--- config.mk ---
export PLATFORM = sky130hd
export DESIGN_NAME = idelaye3_iserdese3
export DESIGN_NICKNAME = d
export VERILOG_FILES = /design/src/rtl/idelaye3_iserdese3_pkg.sv /design/src/rtl/idelaye3_iserdese3_delay_line.sv /design/src/rtl/idelaye3_iserdese3.sv
export SDC_FILE = /design/constraint.sdc
export NUM_CORES = 1
export LEC_CHECK = 0
export ABC_AREA = 1
export CORE_UTILIZATION = 56
export CTS_BUF_LIST = sky130_fd_sc_hd__clkbuf_16
export CTS_CLUSTER_SIZE = 8
export DETAILED_ROUTE_END_ITERATION = 16
export PLACE_DENSITY_LB_ADDON = 0.12
export SLEW_MARGIN = 20
export SYNTH_ARGS = -nofsm -noshare
export SYNTH_HDL_FRONTEND = slang
export SYNTH_HIERARCHICAL = 1
export SYNTH_SLANG_ARGS = --single-unit
--- constraint.sdc ---
create_clock -name clk -period 4.35 [get_ports clk]
set_input_delay 0.87 -clock clk [delete_from_list [all_inputs] [get_ports clk]]
set_output_delay 0.87 -clock clk [all_outputs]
set_load 0.005 [all_outputs]
--- src/rtl/idelaye3_iserdese3_pkg.sv ---
// Shared definitions for the delay-line plus deserialiser block:
// parameter defaults, legal-width check and the delay-counter width.
package idelaye3_iserdese3_pkg;

  localparam int DEF_DATA_WIDTH = 8;
  localparam int DEF_MAX_DELAY  = 31;

  typedef enum logic [1:0] {
    DLY_HOLD,
    DLY_LOAD,
    DLY_INC,
    DLY_DEC
  } dly_op_e;

  function automatic int cnt_w(input int max_delay);
    return (max_delay < 1) ? 1 : $clog2(max_delay + 1);
  endfunction

  function automatic bit width_ok(input int w);
    return (w == 4) || (w == 8);
  endfunction

endpackage

--- src/rtl/idelaye3_iserdese3_delay_line.sv ---
// Programmable delay line: saturating tap setting plus a shift register
// whose tap is muxed onto d_dly (setting 0 bypasses the register).
module idelaye3_iserdese3_delay_line
  import idelaye3_iserdese3_pkg::*;
#(
  parameter int DELAY_VALUE = 0,
  parameter int MAX_DELAY   = DEF_MAX_DELAY,
  localparam int CNT_W      = cnt_w(MAX_DELAY)
) (
  input  logic             clk,
  input  logic             rst_n,
  input  logic             d,
  input  logic             load,
  input  logic [CNT_W-1:0] cntvaluein,
  input  logic             ce,
  input  logic             inc,
  output logic [CNT_W-1:0] cntvalueout,
  output logic             d_dly
);

  localparam logic [CNT_W-1:0] MAX_C = CNT_W'(MAX_DELAY);
  localparam logic [CNT_W-1:0] RST_C =
    (DELAY_VALUE >= MAX_DELAY) ? MAX_C : CNT_W'(DELAY_VALUE);

  logic [CNT_W-1:0]     cnt_q, cnt_d;
  logic [MAX_DELAY-1:0] dl_q, dl_d;
  logic                 d_tap;
  dly_op_e              op;

  always_comb begin
    op = DLY_HOLD;
    if (load) begin
      op = DLY_LOAD;
    end else if (ce) begin
      op = inc ? DLY_INC : DLY_DEC;
    end
  end

  always_comb begin
    cnt_d = cnt_q;
    case (op)
      DLY_LOAD: cnt_d = (cntvaluein > MAX_C) ? MAX_C : cntvaluein;
      DLY_INC:  cnt_d = (cnt_q == MAX_C) ? cnt_q : cnt_q + 1'b1;
      DLY_DEC:  cnt_d = (cnt_q == '0) ? cnt_q : cnt_q - 1'b1;
      default:  cnt_d = cnt_q;
    endcase
  end

  // dl_q[i] holds d as sampled i+1 edges ago; contents survive setting changes.
  always_comb begin
    dl_d[0] = d;
    for (int i = 1; i < MAX_DELAY; i++) begin
      dl_d[i] = dl_q[i-1];
    end
  end

  always_comb begin
    d_tap = 1'b0;
    for (int i = 0; i < MAX_DELAY; i++) begin
      if (cnt_q == CNT_W'(i + 1)) begin
        d_tap = dl_q[i];
      end
    end
  end

  always_ff @(posedge clk) begin
    if (!rst_n) begin
      cnt_q <= RST_C;
      dl_q  <= '0;
    end else begin
      cnt_q <= cnt_d;
      dl_q  <= dl_d;
    end
  end

  assign cntvalueout = cnt_q;
  assign d_dly       = (cnt_q == '0) ? d : d_tap;

endmodule

--- src/rtl/idelaye3_iserdese3.sv ---
// Delay line feeding an MSB-first deserialiser with bitslip word alignment.
// q updates once per DATA_WIDTH bits and is strobed by q_valid.
module idelaye3_iserdese3
  import idelaye3_iserdese3_pkg::*;
#(
  parameter int DATA_WIDTH  = DEF_DATA_WIDTH,
  parameter int DELAY_VALUE = 0,
  parameter int MAX_DELAY   = DEF_MAX_DELAY,
  localparam int CNT_W      = cnt_w(MAX_DELAY)
) (
  input  logic                  clk,
  input  logic                  rst_n,
  input  logic                  d,
  input  logic                  load,
  input  logic [CNT_W-1:0]      cntvaluein,
  input  logic                  ce,
  input  logic                  inc,
  input  logic                  bitslip,
  output logic [CNT_W-1:0]      cntvalueout,
  output logic                  d_dly,
  output logic [DATA_WIDTH-1:0] q,
  output logic                  q_valid
);

  generate
    if (!width_ok(DATA_WIDTH)) begin : g_bad_width
      $error("idelaye3_iserdese3: DATA_WIDTH must be 4 or 8");
    end
  endgenerate

  localparam int              BC_W = $clog2(DATA_WIDTH);
  localparam logic [BC_W-1:0] LAST = BC_W'(DATA_WIDTH - 1);

  logic                  dly_bit;
  logic [DATA_WIDTH-2:0] hist_q, hist_d;
  logic [DATA_WIDTH-1:0] word;
  logic [BC_W-1:0]       bitcnt_q, bitcnt_d;
  logic [DATA_WIDTH-1:0] word_q, word_d;
  logic                  valid_q, valid_d;
  logic                  word_done;

  idelaye3_iserdese3_delay_line #(
    .DELAY_VALUE (DELAY_VALUE),
    .MAX_DELAY   (MAX_DELAY)
  ) u_delay_line (
    .clk         (clk),
    .rst_n       (rst_n),
    .d           (d),
    .load        (load),
    .cntvaluein  (cntvaluein),
    .ce          (ce),
    .inc         (inc),
    .cntvalueout (cntvalueout),
    .d_dly       (dly_bit)
  );

  // The word includes the bit being sampled at this edge.
  assign word      = {hist_q, dly_bit};
  assign word_done = (bitcnt_q == LAST) && !bitslip;

  always_comb begin
    hist_d   = word[DATA_WIDTH-2:0];
    bitcnt_d = bitcnt_q;
    if (!bitslip) begin
      bitcnt_d = (bitcnt_q == LAST) ? '0 : bitcnt_q + 1'b1;
    end
    word_d  = word_done ? word : word_q;
    valid_d = word_done;
  end

  always_ff @(posedge clk) begin
    if (!rst_n) begin
      hist_q   <= '0;
      bitcnt_q <= '0;
      word_q   <= '0;
      valid_q  <= 1'b0;
    end else begin
      hist_q   <= hist_d;
      bitcnt_q <= bitcnt_d;
      word_q   <= word_d;
      valid_q  <= valid_d;
    end
  end

  assign d_dly   = dly_bit;
  assign q       = word_q;
  assign q_valid = valid_q;

endmodule

==> flow_summary.toml <==
[synth]
syn_nets = 415
synth_cells = 394
synth-seq-area-share_pct = 41.0
avgSynthCellArea_sq_um = 6.82
syn_area_sq_um = 2690
ys_ff_latch = 55
yosys_warnings = 6
ys_types = 34

[sta]
setup_ws_ps = 312
setup_tns_ps = 0
finalClockSkew_ps = 9.49
whs_ps = 425
fmax_mhz = 248
finalSetupViolCount = 0
relSlewSlack_pct = 37.3
hold_viol_final = 0
min_period_ps = 4040
final.period_utilization_pct = 92.8
worst_slew_pin_slew_ps = 940
rsz0062_at_grt = "yes"
finalMaxSlewViolations = 0

[pwr]
ir_drop_v = 0.000287
switching_power_uw = 320
p_sw_share_pct = 28.0
p_int_uw = 823
power.share.clock_pct = 35.6
p_leak_uw = 0.00171
p_per_area_nw_per_um2 = 350
power_uw = 1140
seqPwrFrac_pct = 46.3
combPwrFrac_pct = 18.0

[cts]
cts_sinks = 55
cts_root_buf = "clkbuf_16"
worstSkewPairLatency_ps = 300
max-clock-path-buffers = 2
cts_htree_levels = 2
clkSlewWorstSetupHoldPaths_ps = 70
cts_buffers = 5
cts_tree = "done"

[global_routing]
grt_pass1_wl_um = 9580
grt_max_degree = 58
grt_overflow_total = 0
antenna_found_initial = 0
grt_pass1_vias = 2201
grtUsageTotal_pct = 23.9

[final_layout]
fin_nets = 448
area_delta_synth_final_pct = 21.5
final_cell_mix = "nand2_1, inv_1, dfxtp_1, nor2_1, nand3_1"
drive_gt1_share_pct = 12.6
final_common_cell = "nand2_1"
num_antenna_cells = 0
finish.utilization_pct = 72.9

[setup_path]
path_buf_inv = 2
path_max_fanout = 7
crit_top_cell = "nand2_1"
cp-start-kind = "flip-flop"
required_ps = 3480
cpLargestDelayFamily = "simple AND/OR/NAND/NOR gates"
cpPeakStageDelay_ps = 400
slowest_stage = "dfxtp_4"
critPathLaunch = "u_delay_line/cntvalueout[1]"
reg2reg_from = "u_delay_line/cntvalueout[2]"
critPathKind = "reg2out"
cp_data_arrival_time_ps = 3170
end_kind = "output port"

[placement]
preCtsSetupSlack_ps = 80.9
dp_hpwl_um = 3900
numPortBuffers = 26
gp_congestion = 0.919

[detailed_routing]
viasPerCell = 5.08
top_layer_used = "met4"
post-route-drc-count = 4
wl_met3_um = 411
drtIter0Drc = 189
drt-met1-wl_um = 2520
drtAntennaViolNets = 0
drt-pass1-iter-count = 10
wl_per_cell_um = 12.0
routed_wl_um = 5750
wl_met2_um = 2680
vias = 2439

[floorplanning]
pin_count = 27
die_x_um = 71.3
die_area_sq_um = 5080
row_count = 24
core_sq_um = 4470
floorplan.initialDensity_pct = 60.0
die_h_um = 71.3

[outcome]
outcome = "complete, but fails checks"
failed_checks = "design-rule violations"

[flow_run]
drv_cap = 0

[min_path]
min_from = "u_delay_line/dl_q[17]"
min-delay-path-class = "reg2reg"
## cell usage after synthesis (all sizes together)
| cell type | number | area share [%] |
|---|---|---|
| clkinv | 1 | 0.14 |
| buf | 7 | 1.7 |
| o22ai | 1 | 0.23 |
| nor3 | 14 | 3.0 |
| or2 | 2 | 0.47 |
| a22oi | 1 | 0.28 |
| a41oi | 2 | 0.65 |
| o31ai | 1 | 0.28 |
| o211ai | 1 | 0.28 |
| nand4 | 2 | 0.47 |
| nand3b | 1 | 0.28 |
| dfxtp | 55 | 41 |
| nand3 | 29 | 5.4 |
| o21bai | 2 | 0.56 |
| nand2 | 112 | 16 |
| a31oi | 3 | 0.70 |
| o32ai | 1 | 0.33 |
| ha | 9 | 4.2 |
| inv | 87 | 12 |
| o21ai | 11 | 2.0 |
| nor2 | 34 | 6.5 |
| a211oi | 2 | 0.56 |
| clkbuf | 5 | 0.70 |
| a21oi | 11 | 2.2 |
## worst register-to-register path: cells and delay by family (launching register included)
kind / cells / cell delay [ps]
DFF: 1 / 420
buffers and inverters: 6 / 660
AOI/OAI and AO/OA: 2 / 360
and+or+nand+nor: 33 / 1760
## sequential cells by signal, summed over array words and instances, names as in the netlist
name	cells
bitcnt_q	3
hist_q	7
q	8
q_valid	1
u_delay_line/cntvalueout	5
u_delay_line/dl_q	31
## power groups by stage
stage | combinational [uW] | clock (uW) | sequential, uW
2_1_floorplan | 122 | 0 | 535
3_3_place_gp | 173 | 0 | 539
3_5_place_dp | 176 | 0 | 539
4_1_cts | 181 | 418 | 528
5_1_grt | 230 | 434 | 532
6_report | 206 | 407 | 530
## final cells by class
| cell class | count | area (sq um) |
|---|---|---|
| multi-input combinational | 239 | 1240 |
| fill | 397 | 1210 |
| sequential | 55 | 1110 |
| timing repair buffer | 38 | 353 |
| inverter | 88 | 342 |
| clock buffer | 5 | 125 |
| tap | 52 | 65.1 |
| clock inverter | 3 | 27.5 |
## per-stage QoR
step                cell area (sq um)  std cells
finish                           3260        480
global route                     3260        480
CTS                              3170        476
detailed placement               3000        467
global placement                 3000        467
floorplan                        2690        394
## final timing paths
| kind | cells past startpoint | endpoint | slack [ps] |
|---|---|---|---|
| setup reg to reg | 41 | q[0] | 1060 |
| setup / recovery | 38 | d_dly | 310 |
| hold reg to reg | 2 | u_delay_line/dl_q[18] | 420 |
| hold / removal | 2 | u_delay_line/dl_q[18] | 420 |
## cells by family after synthesis
| kind of cell | count (synthesis) | share of synthesized area, % |
|---|---|---|
| adders and majority gates | 9 | 4.19 |
| AOI/OAI and AO/OA | 36 | 8.10 |
| DFF | 55 | 41.0 |
| buffers and inverters | 100 | 14.8 |
| and+or+nand+nor | 194 | 32.0 |
## repair_timing
action	CTS	global route
resized for setup	9	14
buffers inserted	1	4
cloned	0	0
pin swaps	1	8
hold buffers	0	0
setup endpoints to repair	1	1
## metal layers
metal  vias up  track usage (%)
met5         -                0
met4         0             8.89
met3        13             6.47
met2        79             40.7
met1      1076             28.9
li1       1271                -
(Power assumes the default switching activity.)
